## src/rtl/rgb565_byte_serializer_pkg.sv

```systemverilog
// Shared image-format definitions: serializer states, RGB565 field positions
// and the RGB565 -> RGB888 bit-replication expansion.
package rgb565_byte_serializer_pkg;

   typedef enum logic [2:0] {
      IDLE,
      SEND_R,
      SEND_G,
      SEND_B,
      PAD
   } state_e;

   // RGB565 layout {r[4:0], g[5:0], b[4:0]}; also used by the RGB888-to-RGB565 formatter
   localparam int R_MSB = 15;
   localparam int R_LSB = 11;
   localparam int G_MSB = 10;
   localparam int G_LSB = 5;
   localparam int B_MSB = 4;
   localparam int B_LSB = 0;

   typedef struct packed {
      logic [7:0] r;
      logic [7:0] g;
      logic [7:0] b;
   } rgb888_t;

   // Replicating the field MSBs into the low bits maps full-scale to 8'hFF
   function automatic rgb888_t rgb565_to_rgb888(input logic [15:0] px);
      rgb888_t o;
      o.r = {px[R_MSB:R_LSB], px[R_MSB:R_MSB-2]};
      o.g = {px[G_MSB:G_LSB], px[G_MSB:G_MSB-1]};
      o.b = {px[B_MSB:B_LSB], px[B_MSB:B_MSB-2]};
      return o;
   endfunction

endpackage

```

## src/rtl/rgb565_byte_serializer_byte_sector_counter.sv

```systemverilog
// Wrapping byte-in-sector counter; flags the byte that completes a sector and
// pulses sector_done the cycle after it transfers.
module byte_sector_counter
   import rgb565_byte_serializer_pkg::*;
#(
   parameter int SECTOR_BYTES = 512
) (
   input  logic clk,
   input  logic reset_n,
   input  logic inc,
   output logic wrap_next,
   output logic sector_done
);

   localparam int            CW   = (SECTOR_BYTES > 1) ? $clog2(SECTOR_BYTES) : 1;
   localparam logic [CW-1:0] LAST = CW'(SECTOR_BYTES - 1);

   logic [CW-1:0] cnt_d, cnt_q;
   logic          sector_done_d, sector_done_q;

   assign wrap_next   = (cnt_q == LAST);
   assign sector_done = sector_done_q;

   always_comb begin
      cnt_d         = cnt_q;
      sector_done_d = inc & wrap_next;
      if (inc) cnt_d = wrap_next ? '0 : cnt_q + CW'(1);
   end

   always_ff @(posedge clk or negedge reset_n) begin
      if (!reset_n) begin
         cnt_q         <= '0;
         sector_done_q <= 1'b0;
      end else begin
         cnt_q         <= cnt_d;
         sector_done_q <= sector_done_d;
      end
   end

endmodule

```

## src/rtl/rgb565_byte_serializer.sv

```systemverilog
// Expands RGB565 pixels into an R,G,B byte stream and pads the final sector of
// each frame with PAD_BYTE so frames always end on a sector boundary.
module rgb565_byte_serializer
   import rgb565_byte_serializer_pkg::*;
#(
   parameter int         SECTOR_BYTES = 512,
   parameter logic [7:0] PAD_BYTE     = 8'h00
) (
   input  logic        clk,
   input  logic        reset_n,
   input  logic [15:0] pixel_data,
   input  logic        pixel_valid,
   input  logic        pixel_last,
   output logic        pixel_ready,
   output logic [7:0]  byte_data,
   output logic        byte_valid,
   input  logic        byte_ready,
   output logic        sector_done,
   output logic        frame_done
);

   state_e     state_d, state_q;
   rgb888_t    hold_d, hold_q;
   logic       last_d, last_q;
   logic [7:0] byte_data_d, byte_data_q;
   logic       byte_valid_d, byte_valid_q;
   logic       frame_done_d, frame_done_q;
   logic       pix_acc, byte_acc, wrap_next;

   // A new pixel may be taken while the previous pixel's B byte leaves
   assign pixel_ready = reset_n & ((state_q == IDLE) |
                        ((state_q == SEND_B) & byte_ready & ~last_q));
   assign pix_acc     = pixel_valid & pixel_ready;
   assign byte_acc    = byte_valid_q & byte_ready;

   assign byte_data   = byte_data_q;
   assign byte_valid  = byte_valid_q;
   assign frame_done  = frame_done_q;

   byte_sector_counter #(.SECTOR_BYTES(SECTOR_BYTES)) u_cnt (
      .clk         (clk),
      .reset_n     (reset_n),
      .inc         (byte_acc),
      .wrap_next   (wrap_next),
      .sector_done (sector_done)
   );

   always_comb begin
      state_d      = state_q;
      hold_d       = hold_q;
      last_d       = last_q;
      frame_done_d = 1'b0;
      if (pix_acc) begin
         hold_d = rgb565_to_rgb888(pixel_data);
         last_d = pixel_last;
      end
      case (state_q)
         IDLE:   if (pix_acc) state_d = SEND_R;
         SEND_R: if (byte_acc) state_d = SEND_G;
         SEND_G: if (byte_acc) state_d = SEND_B;
         SEND_B: if (byte_acc) begin
            if (last_q) begin
               // Frame already sector-aligned: skip padding entirely
               if (wrap_next) begin
                  state_d      = IDLE;
                  frame_done_d = 1'b1;
               end else begin
                  state_d = PAD;
               end
            end else begin
               state_d = pix_acc ? SEND_R : IDLE;
            end
         end
         PAD:    if (byte_acc && wrap_next) begin
            state_d      = IDLE;
            frame_done_d = 1'b1;
         end
         default: state_d = IDLE;
      endcase

      // Outputs are registered, so they are derived from the next state
      byte_valid_d = (state_d != IDLE);
      case (state_d)
         SEND_R:  byte_data_d = hold_d.r;
         SEND_G:  byte_data_d = hold_d.g;
         SEND_B:  byte_data_d = hold_d.b;
         PAD:     byte_data_d = PAD_BYTE;
         default: byte_data_d = byte_data_q;
      endcase
   end

   always_ff @(posedge clk or negedge reset_n) begin
      if (!reset_n) begin
         state_q      <= IDLE;
         hold_q       <= '0;
         last_q       <= 1'b0;
         byte_data_q  <= 8'h00;
         byte_valid_q <= 1'b0;
         frame_done_q <= 1'b0;
      end else begin
         state_q      <= state_d;
         hold_q       <= hold_d;
         last_q       <= last_d;
         byte_data_q  <= byte_data_d;
         byte_valid_q <= byte_valid_d;
         frame_done_q <= frame_done_d;
      end
   end

endmodule

```

## config.mk

```make
export PLATFORM = sky130hd
export DESIGN_NAME = rgb565_byte_serializer
export DESIGN_NICKNAME = d
export VERILOG_FILES = /design/src/rtl/rgb565_byte_serializer_pkg.sv /design/src/rtl/rgb565_byte_serializer_byte_sector_counter.sv /design/src/rtl/rgb565_byte_serializer.sv
export SDC_FILE = /design/constraint.sdc
export NUM_CORES = 1
export LEC_CHECK = 0
export CAP_MARGIN = 20
export CORE_UTILIZATION = 40
export DETAILED_ROUTE_END_ITERATION = 12
export GPL_TIMING_DRIVEN = 1
export HOLD_SLACK_MARGIN = 0.1
export PLACE_DENSITY = 0.62
export SYNTH_ARGS = -nofsm -noshare
export SYNTH_HDL_FRONTEND = slang
export SYNTH_SLANG_ARGS = --single-unit
```

## constraint.sdc

```tcl
create_clock -name clk -period 5.4 [get_ports clk]
set_clock_uncertainty 0.05 [all_clocks]
set_input_delay 0.81 -clock clk [delete_from_list [all_inputs] [get_ports clk]]
set_output_delay 0.81 -clock clk [all_outputs]
set_load 0.05 [all_outputs]
```

==> out/results.tsv <==
stage	metric	value	unit
run_status	status	finished, final reports clean	
power	Cell Pwr Density	593	nW/um^2
routing	DRC violation count after routing	0	
sta	Hold Slack	0.289	ns
worst_setup_path	delay of the slowest critical-path stage	0.82	ns
placement	Port Buffers	32	
yosys	Syn Std Cell Area	2310	sq um
worst_setup_path	reg2reg setup slack	2.52	ns
worst_setup_path	type of the worst setup path	primary input to output port	
clock_network	CTS Buf Count	5	
sta	slew of the pin with the lowest slew margin	0.642	ns
clock_network	TritonCTS clock tree	built	
cells_and_area	Final #Nets	250	
placement	placed inst area	2650	sq um
yosys	FFs w/ async S/R, synth	1.00	
worst_setup_path	CP max-delay cell	clkdlybuf4s50_1	
power	Total Power	1.62	mW
yosys	multiplexer share of the synthesized area	0.127	
power	Sw Ratio	0.406	
placement	Inst Count DP	292	
power	Reg power frac	0.390	
routing	vias	1629	
clock_network	Clock Latency Late Sink	0.30	ns
routing	DRT Pass-1 Iters	4	
cells_and_area	# diodes	0	
worst_setup_path	Critical Path AT	2.60	ns
grt	largest net degree at the start of global routing	45	
grt	gr ovfl total	0	
routing	Vias/cell	5.45	
cells_and_area	post-route insts no fill	299	
die	Initial Util	0.416	
yosys	sequential share of the synthesized area	0.521	
power	Combinational Power Share	0.484	
yosys	simple-gate portion of the synthesized area	0.132	
flow_run	max cap viols	0	
yosys	largest family of logic cells by synthesized area	compound AO/OA/AOI/OAI gates	
clock_network	# H-tree levels	2	
yosys	predominant post-synthesis flop cell	dfrtp_1	
power	Clock Power Share	0.126	
yosys	fraction of synthesized cell area taken by the top area cell type	0.521	
cells_and_area	Fill cells	504	
sta	setup TNS	0	ns
grt	first-pass GRT wire length	7.88	mm
yosys	flops & latches, synth	48	
clock_network	post-CTS setup buffers	0	
die	height of the chip	77.9	um
placement	Final Wtd Congestion	0.717	
worst_setup_path	most used cell, CP	clkdlybuf4s50_1	
routing	Final ANT Viol Nets	0	
yosys	syn_nets	219	
yosys	Post-Synth Adder-Cell Area	0.0108	
power	VDD IR max	0.000305	V
min_path	type of the most critical hold path	primary input to async pin	
clock_network	Worst-path clk slew	0.08	ns
clock_network	CTS sink count	48	
worst_setup_path	worst path buffer plus inverter count	2	
worst_setup_path	CP delay by family, top	buffers and inverters	
cells_and_area	commonest cells after routing, fill and taps aside	48 x dfrtp_1, 31 x clkdlybuf4s50_1, 25 x mux2_2	
sta	minimum clock period	3.46	ns
yosys	Post-synth EDFFs	0	
yosys	Compound-Gate Fraction of Synth Area	0.161	
sta	Worst Setup Slack, final	1.94	ns
sta	Slew HR	0.572	
sta	endpoints failing hold	0	
worst_setup_path	Max FO, Critical Path	6	
routing	Avg WL per Cell	15.4	um
sta	setup violation total in the final timing report	0	
clock_network	Post-CTS Resized	0	
power	P_sw	657	uW
yosys	Post-Syn Instances	196	
die	Die Wd	77.9	um
sta	Max Transition Viols Final	0	
power	Int Pwr	960	uW
placement	pre-CTS WS	1.96	ns
clock_network	clock buffer depth	2	
yosys	Post-Syn Area per Cell	11.8	sq um
worst_setup_path	CP endpoint kind	output port	
die	die area	6080	sq um
yosys	synth top area cells	dfrtp_1 52%, mux2_2 12%, o21ai_0 2.8%, nand2_1 2.1%, buf_6 2.0%	
worst_setup_path	Cell Chain, Critical Path	clkdlybuf4s50_1 > nand4b_1 > a21oi_1 > clkdlybuf4s50_1	
die	core box area	5540	sq um
grt	antenna violations before repair	0	
grt	vias in the first global route	1582	
cells_and_area	post-route cell area	2730	sq um
worst_setup_path	Worst Path Required	4.54	ns
routing	Initial DRC Count	90	
yosys	yosys warns	0	
sta	Max Fclk	289	MHz
cells_and_area	commonest non-fill, non-tap cell in the layout	dfrtp_1	
sta	RSZ-0062 raised after global routing	no	
grt	GRT Total Usage	0.169	
yosys	post-synth top area cell	dfrtp_1	
placement	DP HPWL	3.12	mm
routing	WL final	4.59	mm
clock_network	cts hold-fix bufs	0	
die	num rows	27	
sta	final worst path period share	0.641	
power	P_leak	1.13	nW
yosys	xor/xnor share of the synthesized area	0.00759	
yosys	Yosys cell types	47	
cells_and_area	Core Util, Final	0.493	
clock_network	root buf cell	clkbuf_8	
worst_setup_path	critical path launch point type	primary input	
die	Ports	33	
cells_and_area	Area Growth Syn to Fin	18.3	%
cells_and_area	share of post-route cells with drive strength above 1	0.189	
==> path summary, 6_finish.rpt <==
| check | from | endpoint | cells after the start |
|---|---|---|---|
| max | byte_ready | pixel_ready | 4 |
| min in group clk | hold_q[1] | hold_q[1] | 1 |
| min | reset_n | u_cnt.cnt_q[1] | 1 |
| max reg2reg | u_cnt.cnt_q[0] | byte_data[1] | 10 |
| min reg2reg | hold_q[1] | hold_q[1] | 1 |
| max in group asynchronous | reset_n | hold_q[12] | 2 |
==> registers in the layout (all words and copies together), names as in the netlist <==
name / count
byte_data: 8
state_q: 3
u_cnt.cnt_q: 9
u_cnt.sector_done: 1
frame_done: 1
byte_valid: 1
last_q: 1
hold_q: 24
==> cells in the mapped netlist (all sizes together), types with 3 or more instances <==
cell / n
o21ai: 13
a211o: 3
a21oi: 5
nand2: 13
inv: 4
o21a: 3
a31oi: 5
a211oi: 4
a22oi: 3
nor2: 9
mux2: 26
a221o: 3
nor3: 5
dfrtp: 48
buf: 8
nand3: 4
and3: 6
==> kinds of logic (layout without fill, tap and decap cells) <==
kind of cell | Yosys count | after routing
AO/OA/AOI/OAI | 49 | 49
XOR/XNOR | 2 | 2
adder cells (fa/ha/maj) | 2 | 2
buffers and inverters | 14 | 45
flip-flops | 48 | 48
multiplexers | 26 | 26
AND/OR/NAND/NOR | 55 | 55
==> worst reg2reg max path, stage by stage, from the launching register on <==
cell and delay [ns]:
dfrtp_1 0.44, ha_1 0.22, nand3_1 0.13, nor2_1 0.19
and3_1 0.18, ha_1 0.38, a21o_1 0.15, o221ai_1 0.23
nor2_1 0.36, inv_1 0.22, o32a_1 0.20
==> power by group through the flow <==
| stage | sequential (mW) | combinational (mW) | clock, mW |
|---|---|---|---|
| after global routing | 0.655 | 0.858 | 0.228 |
| after detailed placement | 0.639 | 0.784 | 0 |
| after CTS | 0.632 | 0.784 | 0.210 |
| final | 0.631 | 0.782 | 0.204 |
| after floorplan | 0.697 | 0.533 | 0 |
| after global placement | 0.634 | 0.771 | 0 |
==> layer usage <==
metal  track usage  vias to the layer above  share of wire
li1              -                      783              -
met1         0.238                      803           0.49
met2         0.248                       39           0.46
met3        0.0482                        4          0.045
met4        0.0630                        0          0.011
met5             0                        -              0
==> cell type report <==
cell class / instances / area, sq um / area share
clock inverters: 2 / 12.5 / 0.00459
well taps: 72 / 90.1 / 0.0330
clock buffers: 5 / 68.8 / 0.0252
multi-input cells: 134 / 1010 / 0.370
flip-flops and latches: 48 / 1200 / 0.440
repair buffers: 34 / 330 / 0.121
inverters: 4 / 15.0 / 0.00550
(Power assumes the default switching activity.)
